==> src/rtl/psg_mix_pkg.sv <==
// Shared definitions for the PSG stereo mixer: controller states,
// default widths and the bit positions of the gain fields in a pan byte.
package psg_mix_pkg;

    typedef enum logic [1:0] {
        ST_IDLE = 2'd0,
        ST_MAC  = 2'd1,
        ST_FILT = 2'd2,
        ST_PUSH = 2'd3
    } mix_state_e;

    localparam int DEF_DAC_BITS   = 8;
    localparam int DEF_OUT_BITS   = 16;
    localparam int DEF_DC_SHIFT   = 8;
    localparam int DEF_FIFO_DEPTH = 4;

    // Six multiply steps: three channels for the left side, then three for the right
    localparam int MAC_STEPS = 6;

    // Pan byte layout: upper nibble = left gain, lower nibble = right gain
    localparam int GAIN_BITS  = 4;
    localparam int GAIN_L_MSB = 7;
    localparam int GAIN_L_LSB = 4;
    localparam int GAIN_R_MSB = 3;
    localparam int GAIN_R_LSB = 0;

endpackage

==> src/rtl/psg_mix_fifo.sv <==
// Small first-word-fall-through FIFO. The head entry is always visible on
// dout while the FIFO is non-empty. A push into a full FIFO is accepted
// only when a pop happens in the same cycle (the pop frees the slot first).
module psg_mix_fifo #(
    parameter int WIDTH = 32,
    parameter int DEPTH = 4
) (
    input  logic             clk,
    input  logic             rst_n,
    input  logic             push,
    input  logic             pop,
    input  logic [WIDTH-1:0] din,
    output logic [WIDTH-1:0] dout,
    output logic             full,
    output logic             empty
);

    localparam int AW = $clog2(DEPTH);
    localparam int CW = AW + 1;

    logic [WIDTH-1:0] mem_q [DEPTH];
    logic [WIDTH-1:0] mem_d [DEPTH];
    logic [AW-1:0]    wr_ptr_q, wr_ptr_d;
    logic [AW-1:0]    rd_ptr_q, rd_ptr_d;
    logic [CW-1:0]    cnt_q, cnt_d;
    logic             do_pop_s, do_push_s;

    assign full  = (cnt_q == CW'(DEPTH));
    assign empty = (cnt_q == {CW{1'b0}});
    assign dout  = mem_q[rd_ptr_q];

    // Next-state of storage, pointers and occupancy
    always_comb begin
        mem_d     = mem_q;
        wr_ptr_d  = wr_ptr_q;
        rd_ptr_d  = rd_ptr_q;
        cnt_d     = cnt_q;
        do_pop_s  = pop & ~empty;
        do_push_s = push & (~full | do_pop_s);
        if (do_push_s) begin
            mem_d[wr_ptr_q] = din;
            wr_ptr_d        = wr_ptr_q + AW'(1);
        end else begin
            wr_ptr_d = wr_ptr_q;
        end
        if (do_pop_s) begin
            rd_ptr_d = rd_ptr_q + AW'(1);
        end else begin
            rd_ptr_d = rd_ptr_q;
        end
        case ({do_push_s, do_pop_s})
            2'b10:   cnt_d = cnt_q + CW'(1);
            2'b01:   cnt_d = cnt_q - CW'(1);
            default: cnt_d = cnt_q;
        endcase
    end

    // FIFO state registers; storage is cleared so the idle head reads zero
    always_ff @(posedge clk or negedge rst_n) begin
        if (!rst_n) begin
            for (int i = 0; i < DEPTH; i++) begin
                mem_q[i] <= '0;
            end
            wr_ptr_q <= '0;
            rd_ptr_q <= '0;
            cnt_q    <= '0;
        end else begin
            mem_q    <= mem_d;
            wr_ptr_q <= wr_ptr_d;
            rd_ptr_q <= rd_ptr_d;
            cnt_q    <= cnt_d;
        end
    end

endmodule

==> src/rtl/psg_stereo_mixer.sv <==
// Stereo mixer for a three-channel PSG. Each strobed sample is panned into
// left/right sums with one shared multiplier, re-centred either against a
// fixed midpoint or a slow DC tracker, scaled/saturated to the output width
// and queued in an output FIFO with a valid/ready interface.
module psg_stereo_mixer
    import psg_mix_pkg::*;
#(
    parameter int DAC_BITS   = DEF_DAC_BITS,
    parameter int OUT_BITS   = DEF_OUT_BITS,
    parameter int DC_SHIFT   = DEF_DC_SHIFT,
    parameter int FIFO_DEPTH = DEF_FIFO_DEPTH
) (
    input  logic                       clk,
    input  logic                       rst_n,
    input  logic                       sample_stb,
    input  logic [DAC_BITS-1:0]        ch_a,
    input  logic [DAC_BITS-1:0]        ch_b,
    input  logic [DAC_BITS-1:0]        ch_c,
    input  logic [7:0]                 pan_a,
    input  logic [7:0]                 pan_b,
    input  logic [7:0]                 pan_c,
    input  logic                       dc_en,
    output logic                       out_valid,
    input  logic                       out_ready,
    output logic signed [OUT_BITS-1:0] out_left,
    output logic signed [OUT_BITS-1:0] out_right,
    input  logic                       flag_clr,
    output logic                       missed,
    output logic                       overrun,
    output logic                       clip
);

    localparam int W  = DAC_BITS + 6;         // accumulator width, cannot overflow
    localparam int PW = DAC_BITS + GAIN_BITS; // single product width
    localparam int DW = W + DC_SHIFT;         // DC tracker width
    localparam int SH = OUT_BITS - W;         // left shift to the output scale
    localparam int SW = OUT_BITS + 1;         // shifted difference before saturation
    localparam logic [W-1:0]         MID   = {1'b1, {(W-1){1'b0}}};
    localparam logic signed [SW-1:0] MAX_V = {2'b00, {(OUT_BITS-1){1'b1}}};
    localparam logic signed [SW-1:0] MIN_V = {2'b11, {(OUT_BITS-1){1'b0}}};

    if (OUT_BITS < DAC_BITS + 6) begin : g_bad_out_bits
        $error("psg_stereo_mixer: OUT_BITS must be at least DAC_BITS+6");
    end
    if (FIFO_DEPTH < 2 || (FIFO_DEPTH & (FIFO_DEPTH - 1)) != 0) begin : g_bad_depth
        $error("psg_stereo_mixer: FIFO_DEPTH must be a power of two >= 2");
    end

    // Re-centre x against r and scale it up to the output range
    function automatic logic signed [SW-1:0] side_diff(input logic [W-1:0] x,
                                                        input logic [W-1:0] r);
        logic signed [SW-1:0] d;
        d = $signed({{(SW-W){1'b0}}, x}) - $signed({{(SW-W){1'b0}}, r});
        return d <<< SH;
    endfunction

    // Saturate to the signed output range; MSB of the result flags clipping
    function automatic logic [OUT_BITS:0] sat_out(input logic signed [SW-1:0] v);
        if (v > MAX_V) begin
            return {1'b1, MAX_V[OUT_BITS-1:0]};
        end else if (v < MIN_V) begin
            return {1'b1, MIN_V[OUT_BITS-1:0]};
        end else begin
            return {1'b0, v[OUT_BITS-1:0]};
        end
    endfunction

    mix_state_e             state_q, state_d;
    logic [2:0]             step_q, step_d;
    logic [DAC_BITS-1:0]    ch_a_q, ch_b_q, ch_c_q, ch_a_d, ch_b_d, ch_c_d;
    logic [7:0]             pan_a_q, pan_b_q, pan_c_q, pan_a_d, pan_b_d, pan_c_d;
    logic                   dc_en_q, dc_en_d;
    logic [W-1:0]           acc_l_q, acc_r_q, acc_l_d, acc_r_d;
    logic [DW-1:0]          dcacc_l_q, dcacc_r_q, dcacc_l_d, dcacc_r_d;
    logic [OUT_BITS-1:0]    res_l_q, res_r_q, res_l_d, res_r_d;
    logic                   missed_q, overrun_q, clip_q, missed_d, overrun_d, clip_d;

    logic                   snap_s, mac_s, filt_s, push_s;
    logic [DAC_BITS-1:0]    ch_sel_s;
    logic [7:0]             pan_sel_s;
    logic [GAIN_BITS-1:0]   gain_s;
    logic [PW-1:0]          prod_s;
    logic                   right_s;
    logic [W-1:0]           ref_l_s, ref_r_s;
    logic [OUT_BITS:0]      sat_l_s, sat_r_s;
    logic                   fifo_full_s, fifo_empty_s, fifo_pop_s;
    logic [2*OUT_BITS-1:0]  fifo_head_s;

    // Controller state register
    always_ff @(posedge clk or negedge rst_n) begin
        if (!rst_n) begin
            state_q <= ST_IDLE;
        end else begin
            state_q <= state_d;
        end
    end

    // Controller next state: IDLE -> MAC (6 steps) -> FILT -> PUSH -> IDLE
    always_comb begin
        state_d = state_q;
        case (state_q)
            ST_IDLE: state_d = sample_stb ? ST_MAC : ST_IDLE;
            ST_MAC:  state_d = (step_q == 3'(MAC_STEPS - 1)) ? ST_FILT : ST_MAC;
            ST_FILT: state_d = ST_PUSH;
            ST_PUSH: state_d = ST_IDLE;
            default: state_d = ST_IDLE;
        endcase
    end

    // Controller outputs: one-hot phase strobes for the datapath
    always_comb begin
        snap_s = 1'b0;
        mac_s  = 1'b0;
        filt_s = 1'b0;
        push_s = 1'b0;
        case (state_q)
            ST_IDLE: snap_s = sample_stb;
            ST_MAC:  mac_s  = 1'b1;
            ST_FILT: filt_s = 1'b1;
            ST_PUSH: push_s = 1'b1;
            default: snap_s = 1'b0;
        endcase
    end

    // Shared multiplier operand select: steps 0..2 left gains, 3..5 right gains
    always_comb begin
        ch_sel_s  = '0;
        pan_sel_s = 8'h00;
        right_s   = (step_q >= 3'd3);
        case (step_q)
            3'd0, 3'd3: begin ch_sel_s = ch_a_q; pan_sel_s = pan_a_q; end
            3'd1, 3'd4: begin ch_sel_s = ch_b_q; pan_sel_s = pan_b_q; end
            3'd2, 3'd5: begin ch_sel_s = ch_c_q; pan_sel_s = pan_c_q; end
            default:    begin ch_sel_s = '0;     pan_sel_s = 8'h00;   end
        endcase
        if (right_s) begin
            gain_s = pan_sel_s[GAIN_R_MSB:GAIN_R_LSB];
        end else begin
            gain_s = pan_sel_s[GAIN_L_MSB:GAIN_L_LSB];
        end
        prod_s = PW'(ch_sel_s) * PW'(gain_s);
    end

    // Filter stage: reference uses the tracker value from before this sample
    always_comb begin
        if (dc_en_q) begin
            ref_l_s = dcacc_l_q[DW-1:DC_SHIFT];
            ref_r_s = dcacc_r_q[DW-1:DC_SHIFT];
        end else begin
            ref_l_s = MID;
            ref_r_s = MID;
        end
        sat_l_s = sat_out(side_diff(acc_l_q, ref_l_s));
        sat_r_s = sat_out(side_diff(acc_r_q, ref_r_s));
    end

    // Datapath next state: snapshot, accumulate, filter and track DC
    always_comb begin
        step_d    = step_q;
        ch_a_d    = ch_a_q;
        ch_b_d    = ch_b_q;
        ch_c_d    = ch_c_q;
        pan_a_d   = pan_a_q;
        pan_b_d   = pan_b_q;
        pan_c_d   = pan_c_q;
        dc_en_d   = dc_en_q;
        acc_l_d   = acc_l_q;
        acc_r_d   = acc_r_q;
        dcacc_l_d = dcacc_l_q;
        dcacc_r_d = dcacc_r_q;
        res_l_d   = res_l_q;
        res_r_d   = res_r_q;
        if (snap_s) begin
            ch_a_d  = ch_a;
            ch_b_d  = ch_b;
            ch_c_d  = ch_c;
            pan_a_d = pan_a;
            pan_b_d = pan_b;
            pan_c_d = pan_c;
            dc_en_d = dc_en;
            acc_l_d = '0;
            acc_r_d = '0;
            step_d  = 3'd0;
        end else if (mac_s) begin
            if (right_s) begin
                acc_r_d = acc_r_q + {{(W-PW){1'b0}}, prod_s};
            end else begin
                acc_l_d = acc_l_q + {{(W-PW){1'b0}}, prod_s};
            end
            step_d = step_q + 3'd1;
        end else if (filt_s) begin
            res_l_d   = sat_l_s[OUT_BITS-1:0];
            res_r_d   = sat_r_s[OUT_BITS-1:0];
            dcacc_l_d = dcacc_l_q + {{DC_SHIFT{1'b0}}, acc_l_q} - (dcacc_l_q >> DC_SHIFT);
            dcacc_r_d = dcacc_r_q + {{DC_SHIFT{1'b0}}, acc_r_q} - (dcacc_r_q >> DC_SHIFT);
        end else begin
            step_d = step_q;
        end
    end

    // Sticky flags: a set event in the same cycle as flag_clr wins
    always_comb begin
        fifo_pop_s = ~fifo_empty_s & out_ready;
        missed_d   = (sample_stb & (state_q != ST_IDLE)) | (missed_q & ~flag_clr);
        overrun_d  = (push_s & fifo_full_s & ~fifo_pop_s) | (overrun_q & ~flag_clr);
        clip_d     = (filt_s & (sat_l_s[OUT_BITS] | sat_r_s[OUT_BITS])) | (clip_q & ~flag_clr);
    end

    // Datapath and flag registers
    always_ff @(posedge clk or negedge rst_n) begin
        if (!rst_n) begin
            step_q    <= 3'd0;
            ch_a_q    <= '0;
            ch_b_q    <= '0;
            ch_c_q    <= '0;
            pan_a_q   <= 8'h00;
            pan_b_q   <= 8'h00;
            pan_c_q   <= 8'h00;
            dc_en_q   <= 1'b0;
            acc_l_q   <= '0;
            acc_r_q   <= '0;
            dcacc_l_q <= '0;
            dcacc_r_q <= '0;
            res_l_q   <= '0;
            res_r_q   <= '0;
            missed_q  <= 1'b0;
            overrun_q <= 1'b0;
            clip_q    <= 1'b0;
        end else begin
            step_q    <= step_d;
            ch_a_q    <= ch_a_d;
            ch_b_q    <= ch_b_d;
            ch_c_q    <= ch_c_d;
            pan_a_q   <= pan_a_d;
            pan_b_q   <= pan_b_d;
            pan_c_q   <= pan_c_d;
            dc_en_q   <= dc_en_d;
            acc_l_q   <= acc_l_d;
            acc_r_q   <= acc_r_d;
            dcacc_l_q <= dcacc_l_d;
            dcacc_r_q <= dcacc_r_d;
            res_l_q   <= res_l_d;
            res_r_q   <= res_r_d;
            missed_q  <= missed_d;
            overrun_q <= overrun_d;
            clip_q    <= clip_d;
        end
    end

    psg_mix_fifo #(
        .WIDTH (2 * OUT_BITS),
        .DEPTH (FIFO_DEPTH)
    ) u_fifo (
        .clk   (clk),
        .rst_n (rst_n),
        .push  (push_s),
        .pop   (fifo_pop_s),
        .din   ({res_l_q, res_r_q}),
        .dout  (fifo_head_s),
        .full  (fifo_full_s),
        .empty (fifo_empty_s)
    );

    assign out_valid = ~fifo_empty_s;
    assign out_left  = $signed(fifo_head_s[2*OUT_BITS-1:OUT_BITS]);
    assign out_right = $signed(fifo_head_s[OUT_BITS-1:0]);
    assign missed    = missed_q;
    assign overrun   = overrun_q;
    assign clip      = clip_q;

endmodule

==> config.mk <==
export PLATFORM = sky130hd
export DESIGN_NAME = psg_stereo_mixer
export DESIGN_NICKNAME = d
export VERILOG_FILES = /design/src/rtl/psg_mix_pkg.sv /design/src/rtl/psg_mix_fifo.sv /design/src/rtl/psg_stereo_mixer.sv
export SDC_FILE = /design/constraint.sdc
export NUM_CORES = 1
export LEC_CHECK = 0
export BUFFER_PORTS_ARGS = -buffer_cell sky130_fd_sc_hd__buf_4
export CORE_MARGIN = 2
export CORE_UTILIZATION = 40
export DETAILED_ROUTE_END_ITERATION = 10
export GPL_TIMING_DRIVEN = 0
export PLACE_DENSITY = 0.68
export SYNTH_ARGS = -nofsm -noshare
export SYNTH_HDL_FRONTEND = slang
export SYNTH_SLANG_ARGS = --single-unit
export TNS_END_PERCENT = 20
==> constraint.sdc <==
create_clock -name clk -period 14.4 [get_ports clk]
set_input_delay 0.72 -clock clk [delete_from_list [all_inputs] [get_ports clk]]
set_output_delay 0.72 -clock clk [all_outputs]
set_load 0.05 [all_outputs]
# Word level (Yosys, flattened, before mapping)
# Index checks and enable logic that the tools add are counted.
# totals
register_bits,296
# op_classes
n_addsub,13
multipliers,1
order_cmp,8
eq_ne,12
mux,31
n_bitwise,23
n_reduce_logical,14
# ops
cell,n
$bwmux 128,1
$mux 14,8
$mux 32,3
$mux 17,4
$bmux 32 s2,1
$demux 32 s2,1
$pmux 8 s3,2
$add 22x14->22,2
$sub 22x14->22,2
$gt 17x16->1 const B,2
$lt 17x16->1 const B,2
$sub 14x14->15,2
$add 14x12->14,2
$mul 8x4->12,1
$and 1x1->1,10
$eq 3x3->1 const B,3
$pmux 2 s4,1
$reduce_bool 2->1,4
$add 3x1->3 const B,2
$eq 2x2->1 const B,3
$eq 3x2->1 const B,2
$ge 3x3->1 const B,2
$logic_not 3->1,2
$mux 3,2
other kinds (19),38

# Logic depth before layout (Yosys ltp)
# Gate-level depths: netlist of run 1.
# depth
depth_word,9
ltp_mapped,29
mapped_depth_nobuf,28

# By module
# From an unflattened synthesis of run 1, not the netlist that was laid out.
# hier_totals
cells_unflattened,1909
area_unflattened_um2,18791.8
# by_module_without_submodules
module,instances,cells_per_inst,area_per_inst_um2,seq_area_each_um2
psg_stereo_mixer,1,1560,12818.5,3978.8
psg_mix_fifo,1,349,5973.2,3378.2

# Least setup slack after synthesis of run 1
# OpenSTA, ideal clock, no wires.
# synth_path
path_type,register -> register
startpoint,register step_q[0]
endpoint,register acc_r_q[12]
setup_ps,124
t_arrival_ps,5635
required_time_ps,14276
path_slack_ps,8641
stages_incl_launch_ff,25
path_buffers,1
cell_sequence,dfrtp_1 ha_1 ha_1 a21oi_1 and2_1 buf_2 mux2_2 a221oi_2 nor2_1 fa_1 inv_1 fa_1 inv_1 ha_1 a21oi_1 o21bai_1 a21oi_1 o21ai_0 xor2_1 ha_1 a21oi_1 nand2_1 a221oi_1 nor3_1 a211o_1
# synth_between
elab_chain_len,9
# synth_lines
element,line_no,source
start: declaration,psg_stereo_mixer.sv:69,"logic [2:0] step_q, step_d;"
start signal: assignment,psg_stereo_mixer.sv:230,step_q <= step_d;
"$eq 3x3->1, or another cell as far along",psg_stereo_mixer.sv:130,case (step_q)
$reduce_or 2->1,psg_stereo_mixer.sv:130,
$pmux 8 s3,psg_stereo_mixer.sv:130,
$mux 4,psg_stereo_mixer.sv:136,if (right_s) begin
$mul 8x4->12,psg_stereo_mixer.sv:141,prod_s = PW'(ch_sel_s) * PW'(gain_s);
$add 14x12->14,psg_stereo_mixer.sv:186,"acc_r_d = acc_r_q + {{(W-PW){1'b0}}, prod_s};"
$mux 14,psg_stereo_mixer.sv:185,if (right_s) begin
$mux 14,psg_stereo_mixer.sv:184,end else if (mac_s) begin
$mux 14,psg_stereo_mixer.sv:173,if (snap_s) begin
end signal: assignment,psg_stereo_mixer.sv:239,acc_r_q <= acc_r_d;
end: declaration,psg_stereo_mixer.sv:73,"logic [W-1:0] acc_l_q, acc_r_q, acc_l_d, acc_r_d;"
# Parallel ways exist; a longest one is shown, timed or not. The select of a mux whose other input is x is not followed.
# A chain may end at the register's enable or synchronous reset.

# Worst setup path after layout of run 1
# Ends and elaborated chain as after synthesis.

==> summary.txt, run 1 <==
Clocking
  • CTS clk-pin slew, worst paths: 0.06 ns
  • Clk sinks: 286
  • Setup Fix Bufs, Post-CTS: 0
  • Root Driver: clkbuf_16
  • CTS Buf Count: 31
  • Post-CTS sizing: 0
  • Largest buffer count on any clock path: 3
  • Clk Latency, worst-skew pair: 0.60 ns
  • CTS tree: done
  • CTS H-Tree Depth: 1
  • Hold buffers post-CTS: 0

Logic synthesis
  • Yosys reg bits: 286
  • Seq/Total Area, Yosys: 39.4%
  • Top_reg_cell synth: dfrtp_1
  • Gate Count Post-Synth: 1840
  • Syn. warnings: 0
  • Syn Std Cell Area: 18100 um^2
  • Post-synthesis area per instance: 9.86 um^2
  • Post-Syn Nets: 2069
  • Synth unique cells: 72
  • Number of synthesized flops with an enable pin: 0
  • Async S/R FF share, synth: 100%

Route
  • Post-route ant nets: 0
  • Routed Wire Length: 44.1 mm
  • Initial DRC Count: 814
  • Avg Vias per Cell: 5.29
  • Routed len/inst: 17.0 um
  • DRC: 0
  • First-pass detailed-route iteration total: 5
  • DR vias: 13700

Timing
  • Slew @ Worst Pin: 0.806 ns
  • Final Max Slew Viols: 0
  • Final WS setup: 7.53 ns
  • Period minus WS final: 6.87 ns
  • Fmax: 146 MHz
  • Worst slew margin: 46.2%
  • Final Cycle Share: 47.7%
  • RSZ-0062 raised after global routing: no
  • Setup TNS: 0 ns
  • Final Hold Viols: 0
  • Final setup fails: 0
  • Fin Clk Skew: 0.0143 ns

Min path
  • Worst Hold Class: input port to asynchronous set/reset pin

Critical path
  • Worst Path Max Fanout: 10
  • Setup CP Type: flip-flop to flip-flop
  • CP startpoint: step_q[0]
  • Crit start category: flip-flop
  • Crit-path leading delay family: compound AO/OA/AOI/OAI gates
  • Slowest-stage cell, CP: fa_1
  • CP peak stage delay: 0.56 ns
  • Reg-to-reg startpoint: step_q[0]
  • Crit. End Element: flip-flop
  • WP data arrival: 7.34 ns
  • Buffers and inverters on the worst path: 3
  • CP required: 14.87 ns
  • Cells along the critical path: ha_1 -> ha_1 -> a21oi_1 -> and2_1 -> buf_2 -> mux2_2 -> a221oi_2 -> nor2_1 -> fa_1 -> inv_1 -> fa_1 -> inv_1 -> ha_1 -> a21oi_1 -> o21bai_1 -> a21oi_1 -> o21ai_0 -> xor2_1 -> ha_1 -> a21oi_1 -> nand2_1 -> a221oi_1 -> nor3_1 -> a211o_1

Die
  • Core Region: 45100 um^2
  • Row cnt: 78
  • Die Span X: 217 um
  • DIE HEIGHT: 217 um
  • Initial core utilization: 40.3%
  • Die ar.: 47100 um^2
  • I/O pin total: 90

GRT
  • Gr ovfl total: 0
  • GRT Util Overall: 18.9%
  • First-pass GRT wire length: 72.0 mm
  • Antenna violations before repair: 1
  • Largest net degree at the start of global routing: 104
  • Vias in the first global route: 13900

Placement
  • Port Buf Inserts: 89
  • Placed Cells: 2531
  • Gp weighted congestion: 0.894
  • Hpwl dp: 33.0 mm
  • DP Worst Slack: 7.60 ns

Cells and area
  • Nets: 2193
  • Most common cell after layout, fill and taps aside: nand2_1
  • FILL cells: 4211
  • Most frequent cells in the layout: nand2_1 (297), dfrtp_1 (286), inv_1 (187)
  • Layout cells sized above 1: 17.1%
  • Layout Cells excl Fill: 2590
  • Area Overhead vs Synth: 14.7%
  • Multi-input logic area: 9980 um^2
  • Seq. cell area: 7160 um^2

Job
  • Max Cap Viol: 0

Outcome
  • Status: complete, no violations
-- worst register-to-register path: cells and delay by family (launching register included) --
kind,cells,cell delay (ns)
multiplexers,1,0.38
AO/OA/AOI/OAI,9,2.32
adder cells (fa/ha/maj),6,2.23
flip-flops,1,0.44
XOR/XNOR,1,0.50
buffers and inverters,3,0.36
AND/OR/NAND/NOR,4,0.52
-- cell type report --
cell class | count | share of cell area [%]
repair buffers | 91 | 3.51
clock inverters | 18 | 1.45
clock buffers | 40 | 4.27
multi-input cells | 1293 | 47.9
flip-flops and latches | 286 | 34.4
plain buffers | 73 | 1.47
inverters | 188 | 3.39
well taps | 600 | 3.60
diodes | 1 | 0.0120
-- Yosys cell counts (18+ instances only) --
cell      number  share of area (%)
ha_1         130                9.0
inv_1        187                3.9
mux2_2       119                7.4
xnor2_1       50                2.4
nand3_1       45                1.2
a21o_1        38                1.6
o21ai_0      116                3.2
a21oi_1       85                2.3
nor2_1        80                1.7
dfrtp_1      286                 39
clkbuf_1      42               0.87
mux4_2        30                3.7
nand2_1      297                6.1
fa_1          45                5.0
nor2b_1       18               0.62
xor2_1        38                1.8
-- final timing paths --
path | to | slack [ns] | depth (start not counted)
hold reg to reg | ch_b_q[3] | 0.47 | 2
hold / removal | u_fifo.cnt_q[0] | 0.11 | 1
max in group asynchronous | ch_a_q[3] | 13.32 | 2
setup / recovery | acc_r_q[12] | 7.53 | 24
min in group clk | pan_a_q[4] | 0.32 | 3
setup reg to reg | acc_r_q[12] | 7.53 | 24
-- logic make-up after synthesis --
| kind of cell | Yosys count | share of synthesized area, % |
|---|---|---|
| DFF | 286 | 39.4 |
| adders and majority gates | 175 | 13.9 |
| AOI/OAI and AO/OA | 362 | 12.9 |
| and+or+nand+nor | 505 | 12.0 |
| buffers and inverters | 261 | 5.58 |
| xor gates and xnor gates | 88 | 4.25 |
| muxes | 163 | 11.9 |
-- registers in the layout, indices dropped and copies added (netlist names), named ones only --
name and flops:
u_fifo.mem_q 120, ch_c_q 8, pan_b_q 8, dcacc_r_q 22, overrun 1, acc_l_q 14
missed 1, u_fifo.cnt_q 3, ch_b_q 8, state_q 1, ch_a_q 8, step_q 3
u_fifo.wr_ptr_q 2, acc_r_q 14, res_l_q 15, clip 1, dc_en_q 1, pan_c_q 8
u_fifo.rd_ptr_q 2, dcacc_l_q 22, pan_a_q 8, res_r_q 15
-- metrics by stage --
stage	hold WS (ns)	utilization, %	cell area [um^2]
floorplan	0.424	-	18100
global placement	0.456	43.4	19600
detailed placement	0.463	43.5	19600
CTS	0.142	46.2	20800
global route	0.156	46.2	20800
finish	0.114	46.2	20800
-- layer usage --
metal / share of wire (%) / vias to the layer above / routed length, um / GRT usage, %
met3: 5.4 / 68 / 2380 / 2.89
met2: 47 / 370 / 20700 / 31.5
met5: 0 / - / 0 / 0
met1: 45 / 6709 / 19900 / 25.5
li1: - / 6559 / - / -
met4: 2.6 / 0 / 1160 / 5.96
Power of run 1 is not shown: default switching activity piles up to over one toggle a cycle in this logic, so the estimate is an artifact.
==> inputs of run 2 (changes only) <==
--- a/config.mk
+++ b/config.mk
@@ -10,7 +10,7 @@
 export CORE_UTILIZATION = 40
 export DETAILED_ROUTE_END_ITERATION = 10
 export GPL_TIMING_DRIVEN = 0
-export PLACE_DENSITY = 0.68
+export PLACE_DENSITY = 0.7
 export SYNTH_ARGS = -nofsm -noshare
 export SYNTH_HDL_FRONTEND = slang
 export SYNTH_SLANG_ARGS = --single-unit
==> constraint.sdc (replaced) <==
create_clock -name clk -period 6 [get_ports clk]
set_input_delay 0.3 -clock clk [delete_from_list [all_inputs] [get_ports clk]]
set_output_delay 0.3 -clock clk [all_outputs]
set_load 0.05 [all_outputs]
==> run 2 against run 1 <==
Net effect:
- clock skew up 0.0024 ns
- count of clock-buffer cells in the layout up 5
- register-to-register slack lost 7.4 ns
- critical path depth up 4
- hold slack worse by 0.10 ns
- die area stayed put
==> summary.txt, run 2 (synthesized netlist as in run 1, its figures left out) <==
Timing
  • Final Hold Viols: 0
  • Fin Clk Skew: 0.0167 ns
  • Final Cycle Share: 97.7%
  • Fmax: 171 MHz
  • Slew @ Worst Pin: 0.998 ns
  • Final Max Slew Viols: 0
  • Final setup fails: 0
  • Worst hold margin: 0.0114 ns
  • Worst slew margin: 33.4%
  • Period minus WS final: 5.86 ns

Cells and area
  • Max FFs per register: 120
  • Most common cell after layout, fill and taps aside: nand2_1
  • Antenna cells: 0
  • Multi-input logic area: 10300 um^2
  • Layout cells sized above 1: 19.5%
  • Area Overhead vs Synth: 19.5%
  • Nets: 2266
  • Most frequent cells in the layout: nand2_1 (295), dfrtp_1 (284), inv_1 (186)
  • Seq. cell area: 7160 um^2
  • Largest Register: u_fifo.mem_q
  • Largest regs: u_fifo.mem_q x120, dcacc_l_q x22, dcacc_r_q x22
  • FILL cells: 4038

Route
  • Initial DRC Count: 814
  • First-pass detailed-route iteration total: 7
  • Avg Vias per Cell: 5.29
  • Routed Wire Length: 45.4 mm
  • Routed len/inst: 17.1 um
  • DR vias: 14100
  • Post-route ant nets: 0
  • DRC: 0

Die
  • Die ar.: 47100 um^2
  • Die Span X: 217 um
  • DIE HEIGHT: 217 um
  • I/O pin total: 90
  • Core Region: 45100 um^2
  • Row cnt: 78
  • Initial core utilization: 40.3%

Min path
  • Worst Hold Class: input port to flip-flop

Outcome
  • Status: complete, no violations

Critical path
  • Slowest-stage cell, CP: fa_1
  • CP startpoint: step_q[0]
  • Reg-to-reg startpoint: step_q[0]
  • WP data arrival: 6.32 ns
  • Setup CP Type: flip-flop to flip-flop
  • CP endpoint: acc_l_q[12]
  • Flop-to-flop setup slack: 0.14 ns
  • CP required: 6.45 ns
  • Crit start category: flip-flop
  • Worst Path Max Fanout: 6
  • Buffers and inverters on the worst path: 7
  • Crit-path leading delay family: adder cells
  • Reg2reg end: acc_l_q[12]
  • CP peak stage delay: 0.55 ns
  • Crit. End Element: flip-flop
  • Reg2Reg Depth: 28
  • Critical Path Stages: 28

Clocking
  • Root Driver: clkbuf_16
  • CTS H-Tree Depth: 2
  • Largest buffer count on any clock path: 3
  • Clk sinks: 286
  • CTS Buf Count: 34
  • Clk Latency, worst-skew pair: 0.54 ns
  • CTS tree: done
  • CTS clk-pin slew, worst paths: 0.06 ns

Placement
  • Hpwl dp: 32.5 mm
  • Gp weighted congestion: 0.891
  • Port Buf Inserts: 89

GRT
  • GRT Util Overall: 19.4%
  • Largest net degree at the start of global routing: 117
  • Vias in the first global route: 14600
  • Antenna violations before repair: 0
  • First-pass GRT wire length: 73.7 mm
  • Gr ovfl total: 0

Job
  • Max Cap Viol: 0
==> run 2: cell count changes in the layout (fill, tap and decap cells not counted), sizes merged <==
cell / delta
inv: -1
buf: +21
clkbuf: +5
clkinv: +5
diode: -1
bufinv: -6
dlygate4sd3: +49
clkinvlp: -2
==> run 2: final cells by class <==
class                   count  area share, %
inverters                 188           3.25
clock buffers              45           4.44
multi-input cells        1293           47.4
flip-flops and latches    286           33.0
clock inverters            14          0.571
repair buffers            161           6.37
plain buffers              73           1.52
well taps                 600           3.46
==> run 2: per-layer routing <==
layer / global-route usage (%) / routed length, um
met1: 24.9 / 20200
met2: 32.1 / 21400
met3: 4.21 / 2600
met4: 7.08 / 1250
met5: 0 / 0
==> run 2: worst min path at each step <==
stage	start	to	slack, ns	cells after the start
final	ch_c[7]	ch_c_q[7]	0.01	3
after global routing	ch_c[7]	ch_c_q[7]	0.007	3
after CTS	ch_c[7]	ch_c_q[7]	0.002	3
after detailed placement	rst_n	u_fifo.cnt_q[1]	0.36	1
after global placement	ch_c_q[0]	ch_c_q[0]	0.46	2
after floorplan	rst_n	asynchronous set/reset pin	0.004	0
==> run 2: repair_timing <==
action | CTS | global route
resized for setup | 30 | 36
hold buffers | 49 | 0
pin swaps | 8 | 21
hold endpoints to repair | 136 | 0
setup buffers | 10 | 11
endpoints found under the setup margin | 12 | 10
==> run 2: per-stage QoR <==
| stage | worst slack [ns] | utilization, % | setup TNS (ns) | cells | cell area, um^2 |
|---|---|---|---|---|---|
| after floorplan | 0.241 | - | 0 | 1840 | 18100 |
| after global placement | -0.738 | 43.4 | -3.73 | 2529 | 19600 |
| after detailed placement | -0.935 | 43.5 | -4.98 | 2531 | 19600 |
| after CTS | 0.00397 | 47.5 | 0 | 2649 | 21400 |
| after global routing | -0.0640 | 48.1 | -0.0640 | 2660 | 21700 |
| final | 0.136 | 48.1 | 0 | 2660 | 21700 |
==> run 2: worst min-delay path, delay by kind of cell <==
family / cells / cell delay [ns]
buffers and inverters: 1 / 0.08
and+or+nand+nor: 2 / 0.12
Power of run 2 is left out for the same reason.
==> inputs of run 3 (changes only) <==
--- a/config.mk
+++ b/config.mk
@@ -5,12 +5,14 @@
 export SDC_FILE = /design/constraint.sdc
 export NUM_CORES = 1
 export LEC_CHECK = 0
+export ABC_AREA = 1
 export BUFFER_PORTS_ARGS = -buffer_cell sky130_fd_sc_hd__buf_4
 export CORE_MARGIN = 2
 export CORE_UTILIZATION = 40
 export DETAILED_ROUTE_END_ITERATION = 10
 export GPL_TIMING_DRIVEN = 0
-export PLACE_DENSITY = 0.7
+export PLACE_DENSITY = 0.68
+export SETUP_SLACK_MARGIN = 0.15
 export SYNTH_ARGS = -nofsm -noshare
 export SYNTH_HDL_FRONTEND = slang
 export SYNTH_SLANG_ARGS = --single-unit
==> constraint.sdc (replaced) <==
create_clock -name clk -period 6.2 [get_ports clk]
set_input_delay 0.31 -clock clk [delete_from_list [all_inputs] [get_ports clk]]
set_output_delay 0.31 -clock clk [all_outputs]
set_load 0.05 [all_outputs]
==> run 3 against run 2 <==
Net effect:
- clock skew barely moved
- final cell count up 27%
- sequential cell count did not move
- non-clock buffer count is 24 lower
- first-iteration DRC count grew 58%
- via count up 23%
- die area rose by 8.5%
- core utilization shrank 0.82 points
- largest cell class unchanged
==> summary.txt, run 3 <==
Route
  • Routed Wire Length: 55.2 mm
  • Initial DRC Count: 1284
  • DRC: 0
  • First-pass detailed-route iteration total: 6
  • Post-route ant nets: 0
  • M1 WL: 25.1 mm
  • Top routing layer used: met4
  • Met2 WL: 26.1 mm
  • Routed len/inst: 16.4 um
  • Met3 WL: 2.27 mm
  • DR vias: 17300
  • Avg Vias per Cell: 5.14

Clocking
  • CTS Buf Count: 35
  • Clk sinks: 286
  • Root Driver: clkbuf_16
  • CTS H-Tree Depth: 2
  • Largest buffer count on any clock path: 3
  • Clk Latency, worst-skew pair: 0.56 ns
  • CTS clk-pin slew, worst paths: 0.06 ns
  • CTS tree: done

Logic synthesis
  • Post-synth top area cell: dfrtp_1
  • Number of synthesized flops with an enable pin: 0
  • Top post-synthesis cells by area: dfrtp_1 (36%), nand2_1 (13%), ha_1 (8.2%)
  • Yosys reg bits: 286
  • Share of the synthesized area in the top cell type: 36.3%
  • Synth top cells by count: nand2_1 (700), inv_1 (354), dfrtp_1 (286), nor2_1 (215), o21ai_0 (137)
  • Syn Std Cell Area: 19700 um^2
  • Seq/Total Area, Yosys: 36.3%
  • Syn. warnings: 0
  • Top_reg_cell synth: dfrtp_1
  • Synth unique cells: 55
  • Post-Syn Nets: 2731
  • Post-synthesis area per instance: 7.88 um^2
  • Most common cell in the synthesized netlist: nand2_1
  • Async S/R FF share, synth: 100%
  • Gate Count Post-Synth: 2502

Placement
  • Gp weighted congestion: 0.941
  • Port Buf Inserts: 89
  • Hpwl dp: 41.7 mm

Cells and area
  • Largest regs: u_fifo.mem_q x120, dcacc_l_q x22, dcacc_r_q x22
  • Layout cells sized above 1: 12.6%
  • Largest Register: u_fifo.mem_q
  • Most frequent cells in the layout: nand2_1 (700), inv_1 (354), dfrtp_1 (286)
  • Area Overhead vs Synth: 17.1%
  • Nets: 2912
  • Max FFs per register: 120
  • FILL cells: 4707
  • Most common cell after layout, fill and taps aside: nand2_1
  • Antenna cells: 0

Timing
  • Final setup fails: 0
  • RSZ-0062 raised after global routing: no
  • Final Hold Viols: 0
  • Worst hold margin: 0.179 ns
  • Fin Clk Skew: 0.0164 ns
  • Worst slew margin: 50.1%
  • Fmax: 176 MHz
  • Final Max Slew Viols: 0
  • Setup TNS: 0 ns
  • Period minus WS final: 5.67 ns
  • Final Cycle Share: 91.4%
  • Slew @ Worst Pin: 0.749 ns

Critical path
  • Slowest-stage cell, CP: fa_1
  • WP data arrival: 6.10 ns
  • Flop-to-flop setup slack: 0.53 ns
  • Reg2Reg Depth: 23
  • Crit. End Element: flip-flop
  • Setup CP Type: flip-flop to flip-flop
  • CP startpoint: step_q[0]
  • CP required: 6.63 ns
  • Reg2reg end: acc_r_q[8]
  • Cells along the critical path: ha_1 -> ha_1 -> inv_1 -> nand3_4 -> inv_4 -> nand4_1 -> o21ai_4 -> nor2_1 -> fa_1 -> inv_1 -> fa_1 -> inv_1 -> ha_1 -> a21oi_1 -> o21ai_0 -> a21oi_2 -> xor2_1 -> ha_1 -> a21oi_1 -> o21ai_0 -> nor3_1 -> nand3b_1 -> o21ai_0
  • Crit start category: flip-flop
  • Crit path top cell by count: ha_1
  • CP endpoint: acc_r_q[8]
  • CP peak stage delay: 0.55 ns
  • Reg-to-reg startpoint: step_q[0]
  • Worst Path Max Fanout: 8

Die
  • DIE HEIGHT: 226 um
  • Core Region: 48800 um^2
  • Row cnt: 81
  • I/O pin total: 90
  • Die Span X: 226 um
  • Initial core utilization: 40.4%
  • Die ar.: 51100 um^2

GRT
  • Antenna violations before repair: 0
  • First-pass GRT wire length: 89.3 mm
  • GRT Util Overall: 22.1%
  • Gr ovfl total: 0
  • Largest net degree at the start of global routing: 99
  • Vias in the first global route: 17100

Min path
  • Hold path cells: 4
  • Worst Hold Class: input port to flip-flop

Outcome
  • Status: complete, no violations

Job
  • Max Cap Viol: 0
-- run 3: changes by cell type after synthesis, moves of 40 or more --
cell	change
nand2_1	+403
inv_1	+167
nor2_1	+135
xnor2_1	-40
nand3_1	+76
o22ai_1	+43
-- run 3: worst min path at each step --
stage / start / endpoint / slack, ns
2_1_floorplan: rst_n / asynchronous set/reset pin / 0.01
3_3_place_gp: ch_a_q[7] / ch_a_q[7] / 0.47
3_5_place_dp: rst_n / dcacc_l_q[20] / 0.22
4_1_cts: out_ready / u_fifo.rd_ptr_q[0] / 0.17
5_1_grt: out_ready / u_fifo.rd_ptr_q[0] / 0.21
6_report: out_ready / u_fifo.rd_ptr_q[0] / 0.18
-- run 3: cells by family after synthesis --
| kind of cell | count (synthesis) | synth area share, % |
|---|---|---|
| AND/OR/NAND/NOR | 1127 | 23.8 |
| buffers and inverters | 426 | 8.69 |
| AO/OA/AOI/OAI | 341 | 10.3 |
| flip-flops | 286 | 36.3 |
| adder cells (fa/ha/maj) | 175 | 12.8 |
| multiplexers | 120 | 6.85 |
| XOR/XNOR | 27 | 1.20 |
-- run 3: worst max-delay path: cells and delay by family, from the launching register on --
family                     cells  cell delay, ns
AOI/OAI and AO/OA              7            1.20
xor gates and xnor gates       1            0.39
adders and majority gates      6            2.22
buffers and inverters          4            0.45
DFF                            1            0.44
and+or+nand+nor                5            0.86
-- run 3: final cells by class --
type	count	area, um^2	area share [%]
inverters	360	1360	5.88
clock inverters	15	275	1.19
clock buffers	46	977	4.23
well taps	664	831	3.60
plain buffers	66	355	1.54
flip-flops and latches	286	7160	31.0
multi-input cells	1790	10900	47.0
repair buffers	144	1280	5.54
-- run 3: metal layers --
metal	GRT usage, %	vias to the layer above
li1	-	8439
met1	29.2	8340
met2	37.4	443
met3	2.46	102
met4	7.79	0
met5	0	-
-- run 3: per-stage QoR --
step / utilization [%] / worst slack (ns) / std cells / cell area [um^2]
after global placement: 43.4 / 0.658 / 3255 / 21200
after detailed placement: 43.6 / 0.546 / 3258 / 21300
after global routing: 47.3 / 0.190 / 3371 / 23100
final: 47.3 / 0.531 / 3371 / 23100
after CTS: 47.3 / 0.502 / 3371 / 23100
after floorplan: - / 1.42 / 2502 / 19700
-- run 3: timing repair --
action / in CTS / in global routing
hold endpoints to repair: 93 / 0
setup endpoints to repair: 0 / 4
setup buffers: 0 / 0
hold buffers: 52 / 0
resized for setup: 0 / 2
Power of run 3 is left out for the same reason.
